$ cat src/rtl/instr_fetch_decode.sv
// ============================================================================
// Module   : instr_fetch_decode
// Purpose  : Instruction fetch, field decode and PC ownership for the 16-bit
//            CPU front end. Optional macro ILLEGAL_TRAP_EN adds a HALT state
//            entered after an illegal instruction is accepted.
// Revision : 1.0 - initial release
// ============================================================================
`default_nettype none

module instr_fetch_decode #(
    parameter int          ADDR_W   = 16,
    parameter int          MEM_LAT  = 1,
    parameter int unsigned RESET_PC = 0
) (
    input  logic              clk,
    input  logic              reset,
    input  logic              fetch_en,
    output logic              mem_rd_en,
    output logic [ADDR_W-1:0] mem_addr,
    input  logic [15:0]       mem_rdata,
    output logic              dec_valid,
    input  logic              dec_ready,
    input  logic              pc_load,
    input  logic [ADDR_W-1:0] pc_load_val,
    output logic [ADDR_W-1:0] pc_out,
    output logic [7:0]        opcode_out,
    output logic [15:0]       rdst_out,
    output logic [4:0]        rsrc_out,
    output logic [7:0]        imm_out,
    output logic              imm_sel,
    output logic [3:0]        flag_type,
    output logic              illegal
);

    localparam logic [ADDR_W-1:0] c_reset_pc = ADDR_W'(RESET_PC);
    localparam int                c_cnt_w    = (MEM_LAT > 1) ? $clog2(MEM_LAT) : 1;
    localparam logic [c_cnt_w-1:0] c_cnt_init = c_cnt_w'(MEM_LAT - 1);

    typedef enum logic [2:0] {
        S_IDLE  = 3'd0,
        S_FETCH = 3'd1,
        S_WAIT  = 3'd2,
        S_VALID = 3'd3
`ifdef ILLEGAL_TRAP_EN
        ,S_HALT = 3'd4
`endif
    } state_t;

    state_t              r_state;
    state_t              w_state_nxt;
    logic [ADDR_W-1:0]   r_pc;
    logic [ADDR_W-1:0]   w_pc_nxt;
    logic [c_cnt_w-1:0]  r_cnt;
    logic [c_cnt_w-1:0]  w_cnt_nxt;
    logic                w_capture;

    logic [7:0]  r_opcode;
    logic [15:0] r_rdst;
    logic [4:0]  r_rsrc;
    logic [7:0]  r_imm;
    logic        r_imm_sel;
    logic [3:0]  r_flag;
    logic        r_illegal;

    logic [3:0]  w_dec_flag;
    logic        w_dec_imm_sel;
    logic        w_dec_illegal;

    // Instruction class from the major opcode and, for op 4, the extension nibble
    always_comb begin
        w_dec_flag    = 4'b0001;
        w_dec_imm_sel = 1'b1;
        w_dec_illegal = 1'b0;
        case (mem_rdata[15:12])
            4'h0: w_dec_imm_sel = 1'b0;
            4'h4: begin
                w_dec_imm_sel = 1'b0;
                case (mem_rdata[7:4])
                    4'h0:    w_dec_flag = 4'b0010;
                    4'h4:    w_dec_flag = 4'b0100;
                    4'hC:    w_dec_flag = 4'b1000;
                    default: begin
                        w_dec_flag    = 4'b0000;
                        w_dec_illegal = 1'b1;
                    end
                endcase
            end
            4'hC:    w_dec_flag = 4'b1000;
            default: w_dec_flag = 4'b0001;
        endcase
    end

    always_comb begin
        w_state_nxt = r_state;
        w_pc_nxt    = r_pc;
        w_cnt_nxt   = r_cnt;
        w_capture   = 1'b0;
        case (r_state)
            S_IDLE: begin
                if (pc_load) begin
                    w_pc_nxt = pc_load_val;
                end else if (fetch_en) begin
                    w_state_nxt = S_FETCH;
                end
            end
            S_FETCH: begin
                w_cnt_nxt = c_cnt_init;
                if (pc_load) begin
                    w_pc_nxt    = pc_load_val;
                    w_state_nxt = S_FETCH;
                end else begin
                    w_state_nxt = S_WAIT;
                end
            end
            S_WAIT: begin
                // A redirect beats the returning data: the read is dropped
                if (pc_load) begin
                    w_pc_nxt    = pc_load_val;
                    w_state_nxt = S_FETCH;
                end else if (r_cnt == '0) begin
                    w_capture   = 1'b1;
                    w_state_nxt = S_VALID;
                end else begin
                    w_cnt_nxt = r_cnt - c_cnt_w'(1);
                end
            end
            S_VALID: begin
                if (dec_ready) begin
                    w_pc_nxt    = pc_load ? pc_load_val : r_pc + ADDR_W'(1);
                    w_state_nxt = fetch_en ? S_FETCH : S_IDLE;
`ifdef ILLEGAL_TRAP_EN
                    if (r_illegal) begin
                        w_state_nxt = S_HALT;
                    end
`endif
                end
            end
`ifdef ILLEGAL_TRAP_EN
            S_HALT: w_state_nxt = S_HALT;
`endif
            default: w_state_nxt = S_IDLE;
        endcase
    end

    always_ff @(posedge clk) begin
        if (reset) begin
            r_state   <= S_IDLE;
            r_pc      <= c_reset_pc;
            r_cnt     <= '0;
            r_opcode  <= '0;
            r_rdst    <= '0;
            r_rsrc    <= '0;
            r_imm     <= '0;
            r_imm_sel <= 1'b0;
            r_flag    <= '0;
            r_illegal <= 1'b0;
        end else begin
            r_state <= w_state_nxt;
            r_pc    <= w_pc_nxt;
            r_cnt   <= w_cnt_nxt;
            if (w_capture) begin
                r_opcode  <= {mem_rdata[15:12], mem_rdata[7:4]};
                r_rdst    <= 16'h0001 << mem_rdata[11:8];
                r_rsrc    <= {1'b0, mem_rdata[3:0]};
                r_imm     <= mem_rdata[7:0];
                r_imm_sel <= w_dec_imm_sel;
                r_flag    <= w_dec_flag;
                r_illegal <= w_dec_illegal;
            end
        end
    end

    assign mem_rd_en  = (r_state == S_FETCH);
    assign mem_addr   = r_pc;
    assign dec_valid  = (r_state == S_VALID);
    assign pc_out     = r_pc;
    assign opcode_out = r_opcode;
    assign rdst_out   = r_rdst;
    assign rsrc_out   = r_rsrc;
    assign imm_out    = r_imm;
    assign imm_sel    = r_imm_sel;
    assign flag_type  = r_flag;
    assign illegal    = r_illegal;

endmodule

`default_nettype wire

$ cat config.mk
export PLATFORM = sky130hd
export DESIGN_NAME = instr_fetch_decode
export DESIGN_NICKNAME = d
export VERILOG_FILES = /design/src/rtl/instr_fetch_decode.sv
export SDC_FILE = /design/constraint.sdc
export NUM_CORES = 1
export LEC_CHECK = 0
export BUFFER_PORTS_ARGS = -buffer_cell sky130_fd_sc_hd__buf_2
export CELL_PAD_IN_SITES_DETAIL_PLACEMENT = 0
export CELL_PAD_IN_SITES_GLOBAL_PLACEMENT = 1
export CORE_AREA = 2 2 125 79
export CTS_CLUSTER_DIAMETER = 100
export CTS_CLUSTER_SIZE = 40
export DETAILED_ROUTE_END_ITERATION = 7
export DIE_AREA = 0 0 127 81
export MAX_ROUTING_LAYER = met4
export PLACE_DENSITY_LB_ADDON = 0.05
export SLEW_MARGIN = 20
export SYNTH_ARGS = -nofsm -noshare
export SYNTH_HDL_FRONTEND = slang
export SYNTH_SLANG_ARGS = --single-unit
$ cat constraint.sdc
create_clock -name clk -period 1.7 [get_ports clk]
set_input_delay 0.17 -clock clk [delete_from_list [all_inputs] [get_ports clk]]
set_output_delay 0.17 -clock clk [all_outputs]
set_load 0.01 [all_outputs]
==> flow_summary.json <==
{
  "largest_net_degree_at_the_start_of_global_routing": 35,
  "die_y_um": 81,
  "r2r-start": "r_state[1]$_SDFFE_PP0P_",
  "power-per-cell-area_mw_per_mm2": 795.7,
  "fraction_of_the_mapped_netlist_area_in_compound_gates": 0.1855,
  "die_w_um": 127,
  "met1_usage": 0.2695,
  "place.port_buffers": 112,
  "worst-path-max-fanout": 8,
  "mappedNetlistNets": 373,
  "die_area_mm2": 0.01029,
  "areaGrowthSynthToFinish_pct": 30.35,
  "grt_use_met2": 0.2129,
  "fin_total_pwr_mw": 2.771,
  "final_max_slew_viol_count": 0,
  "via_count_of_the_first_global_routing_pass": 2430,
  "clkTransAtPathRegs_ns": 0.07,
  "finalWorstPathRequiredPeriod_ns": 1.577,
  "clock_skew_ns": 0.006442,
  "synth-adder-area-share": 0.004684,
  "worst-endpoint-required_ns": 1.88,
  "route.final.wire_length_mm": 8.750,
  "worst_hold_startpoint": "mem_rdata[0]",
  "vdd.ir_drop.worst_mv": 0.3785,
  "kind_of_start_point_of_the_critical_path": "flip-flop",
  "detailedRoute.firstIterationViolations": 132,
  "muxShareOfSynthArea": 0.02061,
  "globalplace.congestion": 0.8661,
  "core_region_area_mm2": 0.009319,
  "rrSetupSlack_ns": 0.12,
  "timing.hold.worst.class": "input pin to flip-flop",
  "dp.final_hpwl_mm": 6.643,
  "insertion_delay_ns": 0.29,
  "grt-ovfl-total": 0,
  "syn_inst": 335,
  "post_route_cells_drive_above_1_share": 0.3716,
  "finalCritPeriodShare": 0.9279,
  "number_of_rows_in_the_core_area": 28,
  "dp_slack_ns": -0.02795,
  "yosysTopAreaCellShare": 0.3897,
  "drtAntennaViolNets": 0,
  "timing.final.setup_violations": 0,
  "layout_common_cells": "112 x sky130_fd_sc_hd__buf_2, 56 x sky130_fd_sc_hd__nand2_1, 47 x sky130_fd_sc_hd__dfxtp_1, 45 x sky130_fd_sc_hd__a21oi_1, 28 x sky130_fd_sc_hd__buf_4",
  "yosysUniqueCellTypes": 47,
  "clock_path_buffers": 2,
  "initial_antenna_violation_count": 0,
  "met3_usage": 0.04875,
  "synth.yosys.seq_area_share": 0.3897,
  "cts_buffers": 5,
  "run_status": "completed",
  "initial_core_util": 0.2867,
  "cts_tree": "yes",
  "yosys.area_share.simple": 0.2806,
  "mappedNetlistArea_mm2": 0.002671,
  "routed_wire_length_per_instance_um": 15.74,
  "static_leakage_nw": 1.537,
  "grt_first_pass_wirelength_mm": 13.39,
  "yosysTopAreaCell": "sky130_fd_sc_hd__dfxtp_1",
  "synth-xor-area-share": 0,
  "detail_route.drc_violations": 0,
  "htree_num_levels": 2,
  "floorplan.io_pins": 114,
  "yosysWarnings": 0,
  "route.detailed.vias_per_inst": 4.919,
  "critPathArrivalTime_ns": 1.75,
  "ys_seq_elements": 52,
  "startpoint": "r_state[1]$_SDFFE_PP0P_",
  "track_usage": 0.1731,
  "antenna_cells": 0,
  "placedCellCount": 547,
  "vias": 2735,
  "timing_worst_setup_path_type": "flip-flop to flip-flop",
  "final_setup_margin_ns": 0.1225,
  "syn_avg_cell_area_um2": 7.974,
  "layoutNonFillerInstCount": 556,
  "synth_top_family_by_area": "simple AND/OR/NAND/NOR gates",
  "clock.fmax_mhz": 633.9,
  "layout.cells.most_common": "sky130_fd_sc_hd__buf_2",
  "yosys-top-cells-area": "sky130_fd_sc_hd__dfxtp_1 39%, sky130_fd_sc_hd__a21oi_1 8.4%, sky130_fd_sc_hd__nand2_1 7.9%",
  "tritoncts_num_sinks": 52,
  "crit_path_end_kind": "flip-flop",
  "clk_root_buffer_cell": "sky130_fd_sc_hd__clkbuf_16",
  "hold_slack_ns": 0.1169,
  "cap_violations": 0,
  "finalHoldViolCount": 0,
  "final_nets": 473,
  "dr.pass1.iters": 4,
  "most_utilized_layer_in_the_global_route_result": "met1",
  "unrepaired_setup_endpoints_after_global_routing": "false"
}
==> sequential cells by signal, summed over array words and instances, names as in the netlist <==
register    cells
flag_type       4
illegal         1
imm_out         4
imm_sel         1
mem_addr       16
opcode_out      8
r_state         2
rdst_out       16
==> cell families (layout without fill, tap and decap cells) <==
group | count (synthesis) | after routing
simple gates | 139 | 139
other cells | 1 | 1
flops | 52 | 52
buf+inv | 53 | 154
fa+ha+maj | 1 | 1
mux | 5 | 5
compound gates | 84 | 84
==> through the flow <==
| step | TNS, ns | utilization | area (um^2) |
|---|---|---|---|
| after floorplan | 0 | - | 2671 |
| after global placement | -0.02535 | 0.3541 | 3299 |
| after detailed placement | -0.02795 | 0.3541 | 3299 |
| after CTS | 0 | 0.3703 | 3451 |
| after global routing | 0 | 0.3737 | 3482 |
| final | 0 | 0.3737 | 3482 |
==> synthesized netlist by cell type, drive strengths merged <==
library cell  number
o21ai             13
a221oi             1
nand2             57
clkinv             1
and2               1
or4                2
nand3             15
o2bb2ai            1
or3b               1
o221ai             4
nor2b              7
mux2i              4
nand3b             2
a211oi             8
clkbuf             7
nor4               5
conb               1
and4b              2
and3b              1
o31ai              5
and3               2
o21a               1
a21oi             45
nor3b              2
dfxtp             52
inv                5
nor2              17
nand4             16
o22ai              2
mux2               1
buf               40
a32oi              2
nor3               5
a311oi             2
nand2b             2
and4               2
ha                 1
==> area by class of cell <==
cell class              instances  area, um^2
fillers                      1035        5837
multi-input cells             230        1345
flip-flops and latches         52        1047
repair buffers                140       770.7
well taps                     120       150.1
clock buffers                   8       146.4
inverters                       6       22.52
==> metal layers <==
metal	wire length, um	up-vias
met4	59	0
met5	0	-
met1	4873	1244
met3	657	6
li1	-	1379
met2	3158	106
==> worst paths after layout <==
path                            cells past startpoint                        end
worst max-delay path                                5  mem_addr[10]$_SDFFE_PP0P_
worst min-delay path                                3    imm_out[0]$_SDFFE_PP0P_
worst max register to register                      5  mem_addr[10]$_SDFFE_PP0P_
worst min register to register                      2  rdst_out[14]$_SDFFE_PP0P_
==> critical path: stages, from the launching register on <==
cell and delay [ns]:
sky130_fd_sc_hd__dfxtp_1 0.48, sky130_fd_sc_hd__buf_4 0.19, sky130_fd_sc_hd__nand3b_4 0.09, sky130_fd_sc_hd__or4_1 0.52, sky130_fd_sc_hd__o21ai_0 0.08, sky130_fd_sc_hd__a211oi_1 0.10
==> repair_timing <==
item	in CTS	in global routing
buffers inserted	0	1
resized for setup	1	7
hold buffers	0	0
gates cloned	0	0
setup endpoints to repair	1	4
==> report_power, final <==
group | switching (mW) | internal (mW)
clock | 0.456 | 0.589
sequential | 0.0637 | 1.26
combinational | 0.230 | 0.171
Note: power is estimated with default switching activity, not from simulation.
